[config.mk]
export PLATFORM = sky130hd
export DESIGN_NAME = pc_unit
export DESIGN_NICKNAME = d
export VERILOG_FILES = /design/src/rtl/cpu_pkg.sv /design/src/rtl/ras_stack.sv /design/src/rtl/pc_unit.sv
export SDC_FILE = /design/constraint.sdc
export NUM_CORES = 1
export LEC_CHECK = 0
export BUFFER_PORTS_ARGS = -buffer_cell sky130_fd_sc_hd__buf_2
export CORE_ASPECT_RATIO = 1.4
export CORE_UTILIZATION = 60
export CTS_BUF_LIST = sky130_fd_sc_hd__clkbuf_2 sky130_fd_sc_hd__clkbuf_4 sky130_fd_sc_hd__clkbuf_8
export DETAILED_ROUTE_END_ITERATION = 12
export GPL_ROUTABILITY_DRIVEN = 0
export MAX_ROUTING_LAYER = met4
export PLACE_DENSITY = 0.83
export SETUP_SLACK_MARGIN = 0.5
export SYNTH_ARGS = -nofsm -noshare
export SYNTH_HDL_FRONTEND = slang
export SYNTH_SLANG_ARGS = --single-unit
export TNS_END_PERCENT = 5
[constraint.sdc]
create_clock -name clk -period 4.17 [get_ports clk]
set_clock_uncertainty 0.15 [all_clocks]
set_input_delay 0.6255 -clock clk [delete_from_list [all_inputs] [get_ports clk]]
set_output_delay 0.6255 -clock clk [all_outputs]
set_load 0.1 [all_outputs]
[src/rtl/cpu_pkg.sv]
// Shared CPU definitions used by the program-counter unit.
//   - Branch condition encodings carried on br_cond.
//   - Default address width and reset PC.
//   - branch_taken(): evaluates a branch condition against the ALU flags.
package cpu_pkg;

  typedef enum logic [2:0] {
    BR_EQ  = 3'd0,
    BR_NE  = 3'd1,
    BR_LEZ = 3'd2,
    BR_GTZ = 3'd3,
    BR_LTZ = 3'd4,
    BR_GEZ = 3'd5
  } br_cond_e;

  localparam int unsigned DEFAULT_AW       = 32;
  localparam logic [31:0] DEFAULT_RESET_PC = 32'h0;

  // Encodings 6 and 7 are reserved and never taken.
  function automatic logic branch_taken(input logic [2:0] cond, input logic zero,
                                        input logic sign);
    logic taken;
    taken = 1'b0;
    case (cond)
      BR_EQ:   taken = zero;
      BR_NE:   taken = !zero;
      BR_LEZ:  taken = zero | sign;
      BR_GTZ:  taken = !zero & !sign;
      BR_LTZ:  taken = sign;
      BR_GEZ:  taken = !sign;
      default: taken = 1'b0;
    endcase
    return taken;
  endfunction

endpackage

[src/rtl/ras_stack.sv]
// Return-address stack: a circular LIFO of RAS_DEPTH entries.
// Ports:
//   clk, rst_n  clock and asynchronous active-low reset
//   push        write din on top of the stack (overwrites oldest entry when full)
//   pop         remove the top entry (ignored when empty)
//   din         value to push
//   top         current top entry (most recent push)
//   empty/full  occupancy flags
// push and pop together replace the top entry in place; count is unchanged.
module ras_stack #(
  parameter int unsigned AW        = 32,
  parameter int unsigned RAS_DEPTH = 4
) (
  input  logic          clk,
  input  logic          rst_n,
  input  logic          push,
  input  logic          pop,
  input  logic [AW-1:0] din,
  output logic [AW-1:0] top,
  output logic          empty,
  output logic          full
);

  localparam int unsigned PW = (RAS_DEPTH > 1) ? $clog2(RAS_DEPTH) : 1;
  localparam int unsigned CW = $clog2(RAS_DEPTH + 1);

  logic [AW-1:0] mem_q [RAS_DEPTH];
  logic [PW-1:0] ptr_q;    // next free slot
  logic [CW-1:0] cnt_q;
  logic [PW-1:0] top_idx;
  logic          do_pop;

  // Pointer arithmetic wraps naturally because RAS_DEPTH is a power of two.
  assign top_idx = ptr_q - PW'(1);
  assign top     = mem_q[top_idx];
  assign empty   = (cnt_q == '0);
  assign full    = (cnt_q == CW'(RAS_DEPTH));
  assign do_pop  = pop & !empty;

  always_ff @(posedge clk or negedge rst_n) begin
    if (!rst_n) begin
      for (int i = 0; i < int'(RAS_DEPTH); i++) begin
        mem_q[i] <= '0;
      end
      ptr_q <= '0;
      cnt_q <= '0;
    end else if (push && do_pop) begin
      mem_q[top_idx] <= din;
    end else if (push) begin
      mem_q[ptr_q] <= din;
      ptr_q        <= ptr_q + PW'(1);
      if (!full) begin
        cnt_q <= cnt_q + CW'(1);
      end
    end else if (do_pop) begin
      ptr_q <= top_idx;
      cnt_q <= cnt_q - CW'(1);
    end
  end

endmodule

[src/rtl/pc_unit.sv]
// Registered program-counter unit with return-address stack.
// Ports:
//   clk, rst_n      clock and asynchronous active-low reset
//   stall           hold pc and the RAS this cycle
//   branch, br_cond conditional branch and its condition (cpu_pkg::br_cond_e)
//   zero, sign      ALU flags
//   imm16           branch offset in instructions
//   jump, target    absolute jump and its target field
//   link            push pc_plus onto the RAS
//   jr, use_ras     register-indirect jump; use_ras takes the target from the RAS
//   jr_target       register value for jr
//   pc, pc_plus     current PC and its sequential successor (link value)
//   ras_empty/full  RAS occupancy
// Next-PC priority: jr > jump > taken branch > pc_plus.
module pc_unit
  import cpu_pkg::*;
#(
  parameter int unsigned   AW        = DEFAULT_AW,
  parameter int unsigned   BR_SHIFT  = 0,
  parameter logic [AW-1:0] RESET_PC  = '0,
  parameter int unsigned   TGT_W     = 26,
  parameter int unsigned   RAS_DEPTH = 4
) (
  input  logic             clk,
  input  logic             rst_n,
  input  logic             stall,
  input  logic             branch,
  input  logic [2:0]       br_cond,
  input  logic             zero,
  input  logic             sign,
  input  logic [15:0]      imm16,
  input  logic             jump,
  input  logic [TGT_W-1:0] target,
  input  logic             link,
  input  logic             jr,
  input  logic             use_ras,
  input  logic [AW-1:0]    jr_target,
  output logic [AW-1:0]    pc,
  output logic [AW-1:0]    pc_plus,
  output logic             ras_empty,
  output logic             ras_full
);

  logic [AW-1:0] pc_q, pc_d;
  logic [AW-1:0] offset;
  logic [AW-1:0] br_target;
  logic [AW-1:0] j_target;
  logic [AW-1:0] jr_dest;
  logic [AW-1:0] ras_top;
  logic [AW-1:0] hi_mask;
  logic          taken;
  logic          ras_push;
  logic          ras_pop;

  assign pc      = pc_q;
  assign pc_plus = pc_q + (AW'(1) << BR_SHIFT);

  assign offset    = {{(AW-16){imm16[15]}}, imm16} << BR_SHIFT;
  assign br_target = pc_plus + offset;

  // Keep the upper pc_plus bits above the target field; built with masks so
  // that BR_SHIFT = 0 needs no zero-width concatenation.
  assign hi_mask  = ~((AW'(1) << (TGT_W + BR_SHIFT)) - AW'(1));
  assign j_target = (pc_plus & hi_mask) | (AW'(target) << BR_SHIFT);

  assign taken   = branch & branch_taken(br_cond, zero, sign);
  assign jr_dest = (use_ras && !ras_empty) ? ras_top : jr_target;

  assign ras_push = link & !stall;
  assign ras_pop  = jr & use_ras & !ras_empty & !stall;

  always_comb begin
    pc_d = pc_plus;
    if (stall) begin
      pc_d = pc_q;
    end else if (jr) begin
      pc_d = jr_dest;
    end else if (jump) begin
      pc_d = j_target;
    end else if (taken) begin
      pc_d = br_target;
    end
  end

  always_ff @(posedge clk or negedge rst_n) begin
    if (!rst_n) begin
      pc_q <= RESET_PC;
    end else begin
      pc_q <= pc_d;
    end
  end

  ras_stack #(
    .AW       (AW),
    .RAS_DEPTH(RAS_DEPTH)
  ) u_ras (
    .clk  (clk),
    .rst_n(rst_n),
    .push (ras_push),
    .pop  (ras_pop),
    .din  (pc_plus),
    .top  (ras_top),
    .empty(ras_empty),
    .full (ras_full)
  );

endmodule

==> metrics.csv <==
metric,value,unit
status,"complete, no violations",
drv_slew,0,
grt_overflow,0,
async_flop_share,100.0,%
yosys_most_used_dff,dfrtp_1,
antenna_left,0,
cap_violations,0,
p_leak,0.005501,µW
drive_above_1_share,30.50,%
wirelength,30860,µm
r2r-end,pc[30],
syn_area,10430,µm²
rr_worst_depth,15,
grt_first_pass_wirelength,47160,µm
die_w,113.4,µm
critPathMaxFanout,6,
initial_utilization,61.76,%
grt_pass1_vias,9313,
ios,153,
setup_viol,0,
synth_seq_area_share,39.59,%
wl_met3,2150,µm
path_clk_slew,90,ps
htreeDepth,4,
num_rows,56,
syn-instance-count,1125,
portBuffers,152,
synth_most_common_cell,nor2_1,
core_area,16890,µm²
grt_usage,35.94,%
required,3390,ps
hold_viol_final,0,
rsz0062_at_grt,true,
wl_met1,11140,µm
min_path_type,primary input to asynchronous set/reset pin,
synth_top_area_cell,dfrtp_1,
min_period_over_period,90.11,%
fillers,1172,
synthTopCellsByCount,"nor2_1 (183), a21oi_1 (174), dfrtp_1 (165), nand2_1 (65), inv_1 (50)",
synth-edff-count,0,
design_area,12550,µm²
drt_iter0_drc,863,
drtPass1Iterations,7,
relSlewSlack,40.16,%
yosys-top-cells-area,"dfrtp_1 (40%), a21oi_1 (8.4%), mux4_2 (6.9%), nor2_1 (6.6%), ha_1 (5.3%)",
clock_latency,470,ps
synthDominantCellAreaShare,39.59,%
power_density,847.1,nW/µm²
cts.hold.buffers_added,0,
peakVddDrop,0.7454,mV
dr_wl_met2,15490,µm
synth_nets,1258,
fin_nets,1428,
clock.fmax,266.1,MHz
syn2layout_area_growth,20.34,%
path_class,register to output pin,
min_period,3758,ps
dp_hpwl,22810,µm
synth_cell_types,74,
synth-seq-cells,165,
antenna_found_initial,1,
fin_util,74.32,%
r2r_start,pc[20],
via_per_inst,6.286,
yosysWarnings,0,
top_layer_used,met4,
worst_slew_pin_slew,897.6,ps
cp-start-kind,register,
route.detailed.drc,0,
wl_per_cell,20.03,µm
cts_buffer_depth,2,
cp_data_arrival_time,2980,ps
placed_cell_area,11870,µm²
synth_area_per_cell,9.270,µm²
dieHeight,158.0,µm
vias,9687,
crit_path_end_kind,output pin,
clkSinkCount,165,
grt_max_degree,93,
die_area,17920,µm²
cts-root-buf,clkbuf_8,
timing.reg2reg.setup_slack,510,ps
tritoncts,built,
numCtsBuffers,17,
power breakdown:
group	internal, µW	total, µW	leakage [µW]	switching (µW)
clock	589	1200	0.000206	611
sequential	2390	2980	0.00186	596
combinational	2260	6450	0.00343	4190
sequential cells by signal (all words and copies together) (netlist names):
| register | flops |
|---|---|
| u_ras.ptr_q | 2 |
| u_ras.cnt_q | 3 |
| pc | 32 |
| u_ras.mem_q | 128 |
repair_timing:
action | 4_1_cts | 5_1_grt
setup buffers | 1 | 7
resized for setup | 8 | 38
endpoints found under the setup margin | 21 | 24
pin swaps | 8 | 14
critical path: stages (launching register included):
cell and delay (ps):
dfrtp_1 580, nand3_1 210, nor2_2 260, nor4b_4 360
buf_4 180, nand2_1 80, xor2_1 150, buf_4 160
inv_1 100, buf_2 440
per-layer routing:
layer | up-vias | GRT usage (%)
met2 | 535 | 59.83
met3 | 154 | 5.666
li1 | 4371 | -
met5 | - | -
met1 | 4627 | 40.24
met4 | 0 | 23.75
cells by family after synthesis:
kind of cell	after synthesis	share of synthesized area, %
and+or+nand+nor	343	15.25
muxes	88	12.63
adders and majority gates	46	5.663
AOI/OAI and AO/OA	314	17.76
buffers and inverters	111	4.163
DFF	165	39.59
xor gates and xnor gates	58	4.943
stage by stage:
step	hold WS (ps)	total power (µW)	instances	setup WS (ps)	TNS [ps]
3_5_place_dp	340.8	9247	1500	201.4	0
5_1_grt	147.5	11180	1541	288.8	0
4_1_cts	101.3	10470	1533	423.4	0
6_report	67.41	10630	1541	412.2	0
3_3_place_gp	334.1	9061	1500	385.4	0
2_1_floorplan	179.9	7677	1125	-323.3	-2219
area by class of cell:
cell class	count	area, µm²	area share (%)
clock inverter	11	138.9	1.107
multi-input combinational	849	6208	49.47
inverter	51	202.7	1.615
tap	232	290.3	2.313
clock buffer	21	276.5	2.203
antenna	1	2.502	0.01994
sequential	165	4193	33.41
timing repair buffer	211	1237	9.860
cell usage in the layout, fill, tap and decap left out, types with 15 or more instances in the layout:
cell type	instances
nor2_1	175
a21oi_1	170
buf_2	150
dfrtp_1	144
nand2_1	64
buf_4	58
inv_1	46
o21ai_0	45
ha_1	34
mux4_2	32
mux2_2	29
mux2i_1	27
xnor2_1	24
xor2_1	23
clkbuf_8	19
nand3_1	17
dfrtp_4	15
worst max-delay path by stage:
stage	start	endpoint	slack, ps
floorplan	pc[2]	pc[29]	-320
global placement	pc[2]	pc[30]	390
detailed placement	pc[3]	pc[29]	200
CTS	pc[0]	pc[12]	420
global route	pc[20]	pc[30]	290
finish	pc[20]	pc_plus[29]	410
(Power assumes the default switching activity.)
